--- src/rtl/mul_seq_pkg.sv ---
// Shared definitions for the multiply sequencer: FSM state encoding and
// default widths that match the 16-bit processor's control logic.
package mul_seq_pkg;

    // Operand/result width of the processor datapath.
    localparam int MUL_WIDTH = 16;
    // Register-file address width.
    localparam int MUL_RD_W  = 3;
    // Iteration counter width; 2**MUL_CNT_W must exceed MUL_WIDTH.
    localparam int MUL_CNT_W = 5;

    // Sequencer states.
    typedef enum logic [1:0] {
        IDLE = 2'd0,
        RUN  = 2'd1,
        WB   = 2'd2
    } state_t;

endpackage

--- src/rtl/mul_shift_add_dp.sv ---
// Shift-add multiply datapath: holds the shifted multiplicand (a), the
// shifted multiplier (b) and the running low-half accumulator (acc).
// The controlling FSM asserts load once to capture operands and step once
// per iteration. acc_next is the accumulator value after the current step;
// the FSM captures it directly into the write-back register.
// Optional feature macro: MUL_EARLY_EXIT_EN adds the b_empty_next output,
// which reports that the multiplier will be zero after this step.
module mul_shift_add_dp import mul_seq_pkg::*; #(
    parameter int WIDTH = MUL_WIDTH
) (
    input  logic             clk,
    input  logic             rst,
    input  logic             load,
    input  logic             step,
    input  logic [WIDTH-1:0] a_in,
    input  logic [WIDTH-1:0] b_in,
`ifdef MUL_EARLY_EXIT_EN
    output logic             b_empty_next,
`endif
    output logic [WIDTH-1:0] acc_next
);

    logic [WIDTH-1:0] a;
    logic [WIDTH-1:0] b;
    logic [WIDTH-1:0] acc;

    // Add the multiplicand when the current multiplier LSB is set; the sum
    // wraps at WIDTH bits because only the low product half is kept.
    always_comb begin
        acc_next = acc;
        if (b[0]) begin
            acc_next = acc + a;
        end
    end

`ifdef MUL_EARLY_EXIT_EN
    // The multiplier after this step's right shift is zero exactly when
    // every bit above the LSB is already zero.
    assign b_empty_next = (b[WIDTH-1:1] == '0);
`endif

    // Operand capture on load, one shift-add iteration per step.
    always_ff @(posedge clk) begin
        if (rst) begin
            a   <= '0;
            b   <= '0;
            acc <= '0;
        end else if (load) begin
            a   <= a_in;
            b   <= b_in;
            acc <= '0;
        end else if (step) begin
            a   <= a << 1;
            b   <= b >> 1;
            acc <= acc_next;
        end
    end

endmodule

--- src/rtl/mul_seq_ctrl.sv ---
// Multi-cycle multiply sequencer. On an accepted mul_start it freezes
// fetch, runs WIDTH shift-add iterations, then issues a single register
// file write of the low product half (wb_en/done pulse for one cycle).
// Optional feature macro: MUL_EARLY_EXIT_EN ends the RUN phase as soon as
// the remaining multiplier bits are all zero; the product is unchanged.
//
// Handshake: mul_start is a request sampled only in IDLE; there is no
// ready/ack. A request seen in IDLE is accepted on that edge, requests in
// RUN or WB are dropped. The current FSM state is kept in the named
// signal 'state' (type state_t) for observation.
module mul_seq_ctrl import mul_seq_pkg::*; #(
    parameter int WIDTH = MUL_WIDTH,
    parameter int RD_W  = MUL_RD_W,
    parameter int CNT_W = MUL_CNT_W
) (
    input  logic             clk,
    input  logic             rst,
    input  logic             mul_start,
    input  logic [WIDTH-1:0] op_a,
    input  logic [WIDTH-1:0] op_b,
    input  logic [RD_W-1:0]  rd_in,
    output logic             stall,
    output logic             busy,
    output logic             wb_en,
    output logic [RD_W-1:0]  wb_rd,
    output logic [WIDTH-1:0] wb_data,
    output logic             done
);

    state_t           state;
    state_t           state_next;
    logic [CNT_W-1:0] count;
    logic [RD_W-1:0]  rd_q;
    logic             load;
    logic             step;
    logic             last_iter;
    logic [WIDTH-1:0] acc_next;
`ifdef MUL_EARLY_EXIT_EN
    logic             b_empty_next;
`endif

    mul_shift_add_dp #(
        .WIDTH (WIDTH)
    ) u_dp (
        .clk          (clk),
        .rst          (rst),
        .load         (load),
        .step         (step),
        .a_in         (op_a),
        .b_in         (op_b),
`ifdef MUL_EARLY_EXIT_EN
        .b_empty_next (b_empty_next),
`endif
        .acc_next     (acc_next)
    );

    // State register.
    always_ff @(posedge clk) begin
        if (rst) begin
            state <= IDLE;
        end else begin
            state <= state_next;
        end
    end

    // Next-state decode and datapath controls.
    always_comb begin
        state_next = state;
        load       = 1'b0;
        step       = 1'b0;
        last_iter  = 1'b0;
        case (state)
            IDLE: begin
                if (mul_start) begin
                    load       = 1'b1;
                    state_next = RUN;
                end
            end
            RUN: begin
                step = 1'b1;
`ifdef MUL_EARLY_EXIT_EN
                last_iter = (count == CNT_W'(WIDTH - 1)) || b_empty_next;
`else
                last_iter = (count == CNT_W'(WIDTH - 1));
`endif
                if (last_iter) begin
                    state_next = WB;
                end
            end
            WB: begin
                state_next = IDLE;
            end
            default: begin
                state_next = IDLE;
            end
        endcase
    end

    // Iteration counter: cleared on accept, advanced once per RUN cycle.
    always_ff @(posedge clk) begin
        if (rst) begin
            count <= '0;
        end else if (load) begin
            count <= '0;
        end else if (step) begin
            count <= count + 1'b1;
        end
    end

    // Destination register captured with the operands.
    always_ff @(posedge clk) begin
        if (rst) begin
            rd_q <= '0;
        end else if (load) begin
            rd_q <= rd_in;
        end
    end

    // Registered write-back outputs: loaded on the final iteration so they
    // are valid for exactly the WB cycle, zero otherwise.
    always_ff @(posedge clk) begin
        if (rst) begin
            wb_en   <= 1'b0;
            done    <= 1'b0;
            wb_rd   <= '0;
            wb_data <= '0;
        end else begin
            wb_en   <= last_iter;
            done    <= last_iter;
            wb_rd   <= last_iter ? rd_q : '0;
            wb_data <= last_iter ? acc_next : '0;
        end
    end

    // Busy covers RUN and WB; stall also covers the accepting IDLE cycle so
    // fetch freezes in the same cycle the request appears.
    assign busy  = (state != IDLE);
    assign stall = busy | mul_start;

endmodule

--- config.mk ---
export PLATFORM = sky130hd
export DESIGN_NAME = mul_seq_ctrl
export DESIGN_NICKNAME = d
export VERILOG_FILES = /design/src/rtl/mul_seq_pkg.sv /design/src/rtl/mul_shift_add_dp.sv /design/src/rtl/mul_seq_ctrl.sv
export SDC_FILE = /design/constraint.sdc
export NUM_CORES = 1
export LEC_CHECK = 0
export BUFFER_PORTS_ARGS = -buffer_cell sky130_fd_sc_hd__buf_2
export CORE_MARGIN = 1
export CORE_UTILIZATION = 45
export CTS_CLUSTER_SIZE = 14
export DETAILED_ROUTE_END_ITERATION = 10
export GPL_TIMING_DRIVEN = 0
export MAX_ROUTING_LAYER = met4
export PLACE_DENSITY = 0.68
export SLEW_MARGIN = 40
export SYNTH_ARGS = -nofsm -noshare
export SYNTH_HDL_FRONTEND = slang
export SYNTH_HIERARCHICAL = 1
export SYNTH_SLANG_ARGS = --single-unit
--- constraint.sdc ---
create_clock -name clk -period 2.7 [get_ports clk]
set_clock_uncertainty 0.15 [all_clocks]
set_input_delay 0.27 -clock clk [delete_from_list [all_inputs] [get_ports clk]]
set_output_delay 0.27 -clock clk [all_outputs]
set_load 0.02 [all_outputs]
==> reports/summary.txt, run 1 <==
CTS
--------------------------------------------------------------------------------
Number of buffers added by the clock tree synthesis step                       9
Clock Latency Late Sink                                                  0.36 ns
Buffer depth of the longest clock path                                         2
Buffer cell driving the clock tree root                             sky130_fd_sc_hd__clkbuf_8
Worst-path clk slew                                                      0.07 ns
TritonCTS Sinks                                                               78
H-tree levels                                                                  3
TritonCTS clock tree                                                         yes

ROUTING
--------------------------------------------------------------------------------
Vias per cell                                                               5.25
DRC Markers                                                                    0
Total number of vias                                                        3334
Count of antenna-violating nets left after detailed routing                    0
Wire length per cell after detailed routing                              13.4 um
Number of iterations in the first detailed-routing pass                        4
Total detailed-routing wirelength                                        8500 um
Number of DRC markers after the initial detailed-route iteration             178

RUN STATUS
--------------------------------------------------------------------------------
Violated checks                                                     setup timing
Run status                                                          finished, violations left

STA
--------------------------------------------------------------------------------
Setup repair after global routing missed its margin                          yes
Post-route clock period utilization                                         101%
Final Slew Violations                                                          0
Max transition margin                                                      50.2%
Hold slack final                                                      0.00242 ns
Shortest clock period the worst path allows after layout                 2.73 ns
Number of setup violations in the final report                                 1
Hold Fails Final Rpt                                                           0
Highest Clock Rate                                                     0.366 GHz
Measured slew at the worst slew-check pin                               0.747 ns
Final worst setup slack                                               -0.0297 ns
Post-route setup TNS                                                  -0.0297 ns

FINAL LAYOUT
--------------------------------------------------------------------------------
Number of nets in the finished design                                        582
Commonest cells after routing, fill and taps aside                  sky130_fd_sc_hd__nor2_1, sky130_fd_sc_hd__dfxtp_1, sky130_fd_sc_hd__buf_2
Most common cell after layout, fill and taps aside                  sky130_fd_sc_hd__nor2_1
Diodes inserted                                                                0
Final cell area excluding filler cells                                 4740 um^2
Filler-free cell count of the finished design                                635
Share of post-route cells with drive strength above 1                      21.5%
Synth-to-Final Area Change                                                 22.5%
Fill cell instance count of the final layout                                 756

WORST SETUP PATH
--------------------------------------------------------------------------------
WP buf/inv                                                                     0
Crit Path Category                                                    reg -> reg
Cell-by-cell listing of the critical path                           ha_4 > fa_2 > a21o_1 > a311oi_4 > nor3b_2 > o31a_1 > or3_1 > a31o_1 > and2_1
Critical path's top delay family                                    compound AO/OA/AOI/OAI gates
CP max FO                                                                      3
Element type at the critical path start                                     flop
Cell type of the slowest stage on the worst timing path             sky130_fd_sc_hd__dfxtp_4
Worst path required time                                                 2.80 ns
Arrival @ worst endpoint                                                 2.83 ns
Setup crit end kind                                                         flop
Max stage delay on crit path                                             0.36 ns

FLOORPLAN
--------------------------------------------------------------------------------
Die Footprint                                                          8980 um^2
IO Count                                                                      61
Core area                                                              8260 um^2
Die extent in y                                                          94.8 um
Width of the chip                                                        94.8 um
Initial standard-cell utilization of the core                              46.9%
Row cnt                                                                       33

SYNTHESIS
--------------------------------------------------------------------------------
Number of synthesis warnings                                                   6
Dominant synthesized flop cell                                      sky130_fd_sc_hd__dfxtp_1
Synthesized netlist cell count                                               436
Library cells used by synthesis                                               50
Post-synthesis sequential element count                                       78
Net Count, Synth                                                             492
Synthesized area divided by synthesized cell count                     8.88 um^2
Post-synth top area share                                                  40.3%
Post-synthesis async set-or-reset flop share                                  0%
Number of synthesized flops with an enable pin                                 0
Largest area contributor in the synthesized netlist                 sky130_fd_sc_hd__dfxtp_1
Post-synth design cell area                                            3870 um^2
Cell types occupying the most area after synthesis                  sky130_fd_sc_hd__dfxtp_1, sky130_fd_sc_hd__mux2i_1, sky130_fd_sc_hd__nor2_1
Sequential cell area fraction in the yosys report                          40.3%

GLOBAL ROUTING
--------------------------------------------------------------------------------
Total GRT Usage                                                            20.7%
Number of antenna violations at the first check in global routing              0
Gr ovfl total                                                                  0
Pin count of the biggest net entering global routing                          13
Vias in the first global route                                              3095
Global-route wire length before repair                                  13900 um

PLACEMENT
--------------------------------------------------------------------------------
Area after detailed placement                                          4300 um^2
Number of port buffers                                                        60
Half-perimeter wire length after detailed placement                      5970 um
Instance count after placement with tap cells included                       601
Final weighted congestion in routability-driven placement                  0.820

POWER AND IR DROP
--------------------------------------------------------------------------------
Static Leakage                                                        0.00211 uW
Power Density                                                        522 nW/um^2
PnR Total Power                                                          2480 uW
Peak supply drop                                                        0.209 mV

WORST HOLD PATH
--------------------------------------------------------------------------------
HP Class                                                               in -> reg

FLOW RUN
--------------------------------------------------------------------------------
Number of maximum-capacitance violations                                       0

Yosys cell counts, types with 2 or more instances:
cell and count:
sky130_fd_sc_hd__clkbuf_1 16, sky130_fd_sc_hd__o211ai_1 2, sky130_fd_sc_hd__o21ai_0 7, sky130_fd_sc_hd__dfxtp_1 78, sky130_fd_sc_hd__nor3_1 2, sky130_fd_sc_hd__or2_2 2
sky130_fd_sc_hd__and3_1 4, sky130_fd_sc_hd__mux2_2 13, sky130_fd_sc_hd__inv_1 8, sky130_fd_sc_hd__o21a_1 5, sky130_fd_sc_hd__and2_1 19, sky130_fd_sc_hd__ha_1 17
sky130_fd_sc_hd__nor4_1 3, sky130_fd_sc_hd__xor2_1 6, sky130_fd_sc_hd__nand3b_1 3, sky130_fd_sc_hd__nor3b_1 3, sky130_fd_sc_hd__xnor2_1 9, sky130_fd_sc_hd__a22o_1 4
sky130_fd_sc_hd__nand2_1 12, sky130_fd_sc_hd__o21ai_1 2, sky130_fd_sc_hd__a21oi_1 50, sky130_fd_sc_hd__nand3_1 6, sky130_fd_sc_hd__or3_1 4, sky130_fd_sc_hd__nor2_1 85
sky130_fd_sc_hd__nor2b_1 2, sky130_fd_sc_hd__o21bai_1 3, sky130_fd_sc_hd__a21o_1 2, sky130_fd_sc_hd__buf_1 5, sky130_fd_sc_hd__mux2i_1 38, sky130_fd_sc_hd__nand4_1 3
sky130_fd_sc_hd__a31o_1 4
timing repair:
item | in CTS | in global routing
pin swaps | 6 | 6
setup endpoints to repair | 1 | 3
gates resized for setup | 6 | 7
hold endpoints to repair | 14 | 0
setup buffers | 5 | 0
hold buffers | 14 | 0
cell families (layout without fill, tap and decap cells):
logic type	count (synthesis)	count (layout)	synth area share (%)
adder cells (fa/ha/maj)	18	18	6.01
multiplexers	51	51	13.6
AND/OR/NAND/NOR	153	153	19.1
buffers and inverters	32	126	3.26
AO/OA/AOI/OAI	89	89	14.3
flip-flops	78	78	40.3
XOR/XNOR	15	15	3.39
where the power goes:
| group | switching (uW) | total [uW] | leakage (uW) | internal (uW) |
|---|---|---|---|---|
| clock network | 404 | 914 | 0.000106 | 511 |
| registers | 32.8 | 1220 | 0.000636 | 1190 |
| logic | 188 | 338 | 0.00137 | 150 |
| total | 625 | 2480 | 0.00211 | 1850 |
cell type report:
type | instances | area, um^2 | area share, %
clock buffers | 10 | 128 | 2.69
well taps | 105 | 131 | 2.77
clock inverters | 5 | 75.1 | 1.58
flip-flops and latches | 78 | 1570 | 33.0
plain buffers | 24 | 96.3 | 2.03
inverters | 8 | 30.0 | 0.633
repair buffers | 79 | 478 | 10.1
multi-input cells | 326 | 2240 | 47.2
metrics by stage:
stage | setup WS, ns | utilization, %
after floorplan | 0.0253 | -
after CTS | -0.0470 | 57.0
after detailed placement | -0.203 | 52.1
final | -0.0297 | 57.4
after global placement | -0.188 | 52.1
after global routing | -0.119 | 57.4
registers in the layout, summed over array words and instances (netlist names):
register and flops:
wb_data 16, u_dp/b 16, count 5, u_dp/a 16, wb_rd 3, state 2, done 1, rd_q 3
u_dp/acc 16
final timing paths:
kind | slack [ns] | startpoint | cells past startpoint | end
max reg2reg | -0.03 | u_dp/a[0] | 9 | wb_data[12]
min | 0.002 | rd_in[0] | 3 | rd_q[0]
min reg2reg | 0.31 | rd_q[0] | 1 | wb_rd[0]
max | -0.03 | u_dp/a[0] | 9 | wb_data[12]
tightest hold or removal path, stage by stage:
cell and delay [ns]:
sky130_fd_sc_hd__buf_2 0.07, sky130_fd_sc_hd__mux2i_1 0.06, sky130_fd_sc_hd__nor2_1 0.07
metal layers:
metal / vias up / share of wire (%) / track usage (%)
li1: 1693 / - / -
met5: - / 0 / -
met3: 14 / 5.3 / 4.51
met2: 78 / 45 / 32.5
met1: 1549 / 47 / 25.5
met4: 0 / 1.8 / 8.59
Power figures use the tool's default switching activity.
==> run 2: changes to the inputs <==
--- a/config.mk
+++ b/config.mk
@@ -5,7 +5,7 @@
 export SDC_FILE = /design/constraint.sdc
 export NUM_CORES = 1
 export LEC_CHECK = 0
-export BUFFER_PORTS_ARGS = -buffer_cell sky130_fd_sc_hd__buf_2
+export BUFFER_PORTS_ARGS = -buffer_cell sky130_fd_sc_hd__clkbuf_2
 export CORE_MARGIN = 1
 export CORE_UTILIZATION = 45
 export CTS_CLUSTER_SIZE = 14
==> run 2 against run 1 <==
Against the previous run:
- the run now ends clean
- combinational power about the same
- wire length rose by 1.5%
- cell count fell by 0.31%
- die area did not move
- first-iteration DRC count fell by 31%
- cell area increased by 0.26%
- non-clock buffer count down 2
- via count is 1.1% lower
- sequential power is essentially flat
==> reports/summary.txt, run 2 (synthesized netlist as in run 1, its figures left out) <==
PLACEMENT
--------------------------------------------------------------------------------
Instance count after placement with tap cells included                       601   unchanged
Number of port buffers                                                        60   unchanged
Half-perimeter wire length after detailed placement                      6060 um   +1.5%
Final weighted congestion in routability-driven placement                  0.815   -0.66%

WORST HOLD PATH
--------------------------------------------------------------------------------
Hold EP                                                                  rd_q[1]
Startpoint of the most critical hold path                               rd_in[1]
HP Class                                                               in -> reg
Number of cells on the worst hold path                                         3   unchanged

CTS
--------------------------------------------------------------------------------
TritonCTS Sinks                                                               78   unchanged
H-tree levels                                                                  3   unchanged
Clock Latency Late Sink                                                  0.35 ns   about the same
Buffer depth of the longest clock path                                         2   unchanged
Worst-path clk slew                                                      0.08 ns   about the same
Number of buffers added by the clock tree synthesis step                       9   unchanged
TritonCTS clock tree                                                         yes
Buffer cell driving the clock tree root                             sky130_fd_sc_hd__clkbuf_8

WORST SETUP PATH
--------------------------------------------------------------------------------
WP buf/inv                                                                     0   unchanged
Arrival @ worst endpoint                                                 2.80 ns   -0.03 ns
Start of the worst register-to-register path                         u_dp/acc[0]
Worst R2R End                                                        wb_data[12]
Setup crit end kind                                                         flop
Crit Path Category                                                    reg -> reg
Count of cells along the worst register-to-register path                       9   unchanged
Max stage delay on crit path                                             0.35 ns   about the same
Cell type of the slowest stage on the worst timing path             sky130_fd_sc_hd__a311oi_4
Element type at the critical path start                                     flop
Cell-by-cell listing of the critical path                           ha_4 > fa_2 > a21o_1 > a311oi_4 > nor3b_2 > o31a_1 > or3_1 > a31o_1 > and2_4
Critical path's top delay family                                    compound AO/OA/AOI/OAI gates
CP max FO                                                                      3   unchanged
Flop-to-flop setup slack                                                0.005 ns   +0.04 ns
Worst path required time                                                 2.80 ns   about the same
Critical Path Start                                                  u_dp/acc[0]

STA
--------------------------------------------------------------------------------
Highest Clock Rate                                                     0.371 GHz   +1.3%
Post-route clock period utilization                                        99.8%   -1.3 points
Setup repair after global routing missed its margin                          yes
Final Slew Violations                                                          0   unchanged
Max transition margin                                                      52.9%   +2.7 points
Hold Fails Final Rpt                                                           0   unchanged
Number of setup violations in the final report                                 0   -1
Measured slew at the worst slew-check pin                               0.707 ns   -0.0399 ns
Shortest clock period the worst path allows after layout                 2.69 ns   -0.0351 ns

GLOBAL ROUTING
--------------------------------------------------------------------------------
Pin count of the biggest net entering global routing                          13   unchanged
Number of antenna violations at the first check in global routing              0   unchanged
Gr ovfl total                                                                  0   unchanged
Vias in the first global route                                              2949   -4.7%
Global-route wire length before repair                                  13700 um   -2.0%
Total GRT Usage                                                            20.3%   -0.37 points

FLOORPLAN
--------------------------------------------------------------------------------
Width of the chip                                                        94.8 um   unchanged
Core area                                                              8260 um^2   unchanged
IO Count                                                                      61   unchanged
Die extent in y                                                          94.8 um   unchanged
Initial standard-cell utilization of the core                              46.9%   unchanged
Die Footprint                                                          8980 um^2   unchanged
Row cnt                                                                       33   unchanged

POWER AND IR DROP
--------------------------------------------------------------------------------
Fraction of power spent switching nets                                     24.3%   -0.93 points
PnR Total Power                                                          2610 uW   +5.2%
Power Density                                                        548 nW/um^2   +5.0%
Clk network pwr share                                                      40.1%   +3.2 points
Reported net switching power                                              633 uW   +1.4%
Power share of the sequential group                                        47.0%   -2.4 points
Internal power consumption                                               1970 uW   +6.5%
Static Leakage                                                        0.00211 uW   about the same
Peak supply drop                                                        0.305 mV   +46%
Combinational fraction of design power                                     12.9%   -0.8 points

FINAL LAYOUT
--------------------------------------------------------------------------------
Share of post-route cells with drive strength above 1                      22.2%   +0.65 points
Most common cell after layout, fill and taps aside                  sky130_fd_sc_hd__nor2_1
Commonest cells after routing, fill and taps aside                  sky130_fd_sc_hd__nor2_1, sky130_fd_sc_hd__dfxtp_1, sky130_fd_sc_hd__clkbuf_2
Number of nets in the finished design                                        580   -0.34%
Filler-free cell count of the finished design                                633   -0.31%
Diodes inserted                                                                0   unchanged
Synth-to-Final Area Change                                                 22.8%

ROUTING
--------------------------------------------------------------------------------
Number of DRC markers after the initial detailed-route iteration             123   -31%
Number of iterations in the first detailed-routing pass                        5   +1
Count of antenna-violating nets left after detailed routing                    0   unchanged
Total detailed-routing wirelength                                        8630 um   +1.5%
Vias per cell                                                               5.21   -0.83%
Wire length per cell after detailed routing                              13.6 um   +1.8%
Total number of vias                                                        3296   -1.1%
DRC Markers                                                                    0   unchanged

FLOW RUN
--------------------------------------------------------------------------------
Number of maximum-capacitance violations                                       0   unchanged

RUN STATUS
--------------------------------------------------------------------------------
Run status                                                          complete, no violations

-- run 2: per-layer routing --
layer	GRT usage (%)	vias to the layer above	wire length [um]
met3	4.83	12	418
met2	31.4	76	3920
met1	26.0	1520	4200
li1	-	1688	-
met5	-	-	0
met4	6.69	0	101
-- run 2: stage by stage --
stage	setup TNS (ns)	setup WS (ns)	hold slack [ns]	utilization, %	area [um^2]
3_5_place_dp	-0.196	-0.196	0.290	52.1	4300
6_report	0	0.00549	0.00390	57.6	4750
3_3_place_gp	-0.190	-0.190	0.284	52.1	4300
4_1_cts	-0.0379	-0.0379	0.00454	57.1	4720
5_1_grt	-0.104	-0.0842	0.00424	57.6	4750
2_1_floorplan	0	0.0253	0.192	-	3870
-- run 2: cell type report --
cell class / count / area (um^2)
inverter: 8 / 30.0
clock buffer: 11 / 141
tap: 105 / 131
buffer: 24 / 97.6
clock inverter: 4 / 95.1
multi-input combinational: 326 / 2240
timing repair buffer: 77 / 455
fill: 744 / 3500
sequential: 78 / 1560
-- run 2: how the worst max path moves through the flow --
stage,cells after the start,endpoint,slack [ns]
2_1_floorplan,9,wb_data[12],0.03
5_1_grt,9,wb_data[12],-0.08
3_5_place_dp,9,wb_data[12],-0.20
4_1_cts,9,wb_data[12],-0.04
3_3_place_gp,9,wb_data[12],-0.19
6_report,9,wb_data[12],0.005
-- run 2: power by group through the flow --
stage	clock network, uW	registers, uW	logic, uW
after detailed placement	0	1250	317
after CTS	1060	1220	333
after floorplan	0	1240	235
after global placement	0	1250	310
after global routing	1120	1230	371
final	1040	1220	337
-- run 2: tightest hold or removal path, stage by stage --
cell and delay [ns]:
sky130_fd_sc_hd__clkbuf_2 0.08, sky130_fd_sc_hd__mux2i_1 0.05, sky130_fd_sc_hd__nor2_1 0.07
-- run 2: what timing repair did --
item                                    CTS  global route
pin swaps                                 6             5
resized for setup                         6             8
endpoints found under the setup margin    1             4
hold endpoints to repair                 11             0
hold buffers                             11             0
buffers inserted                          6             0
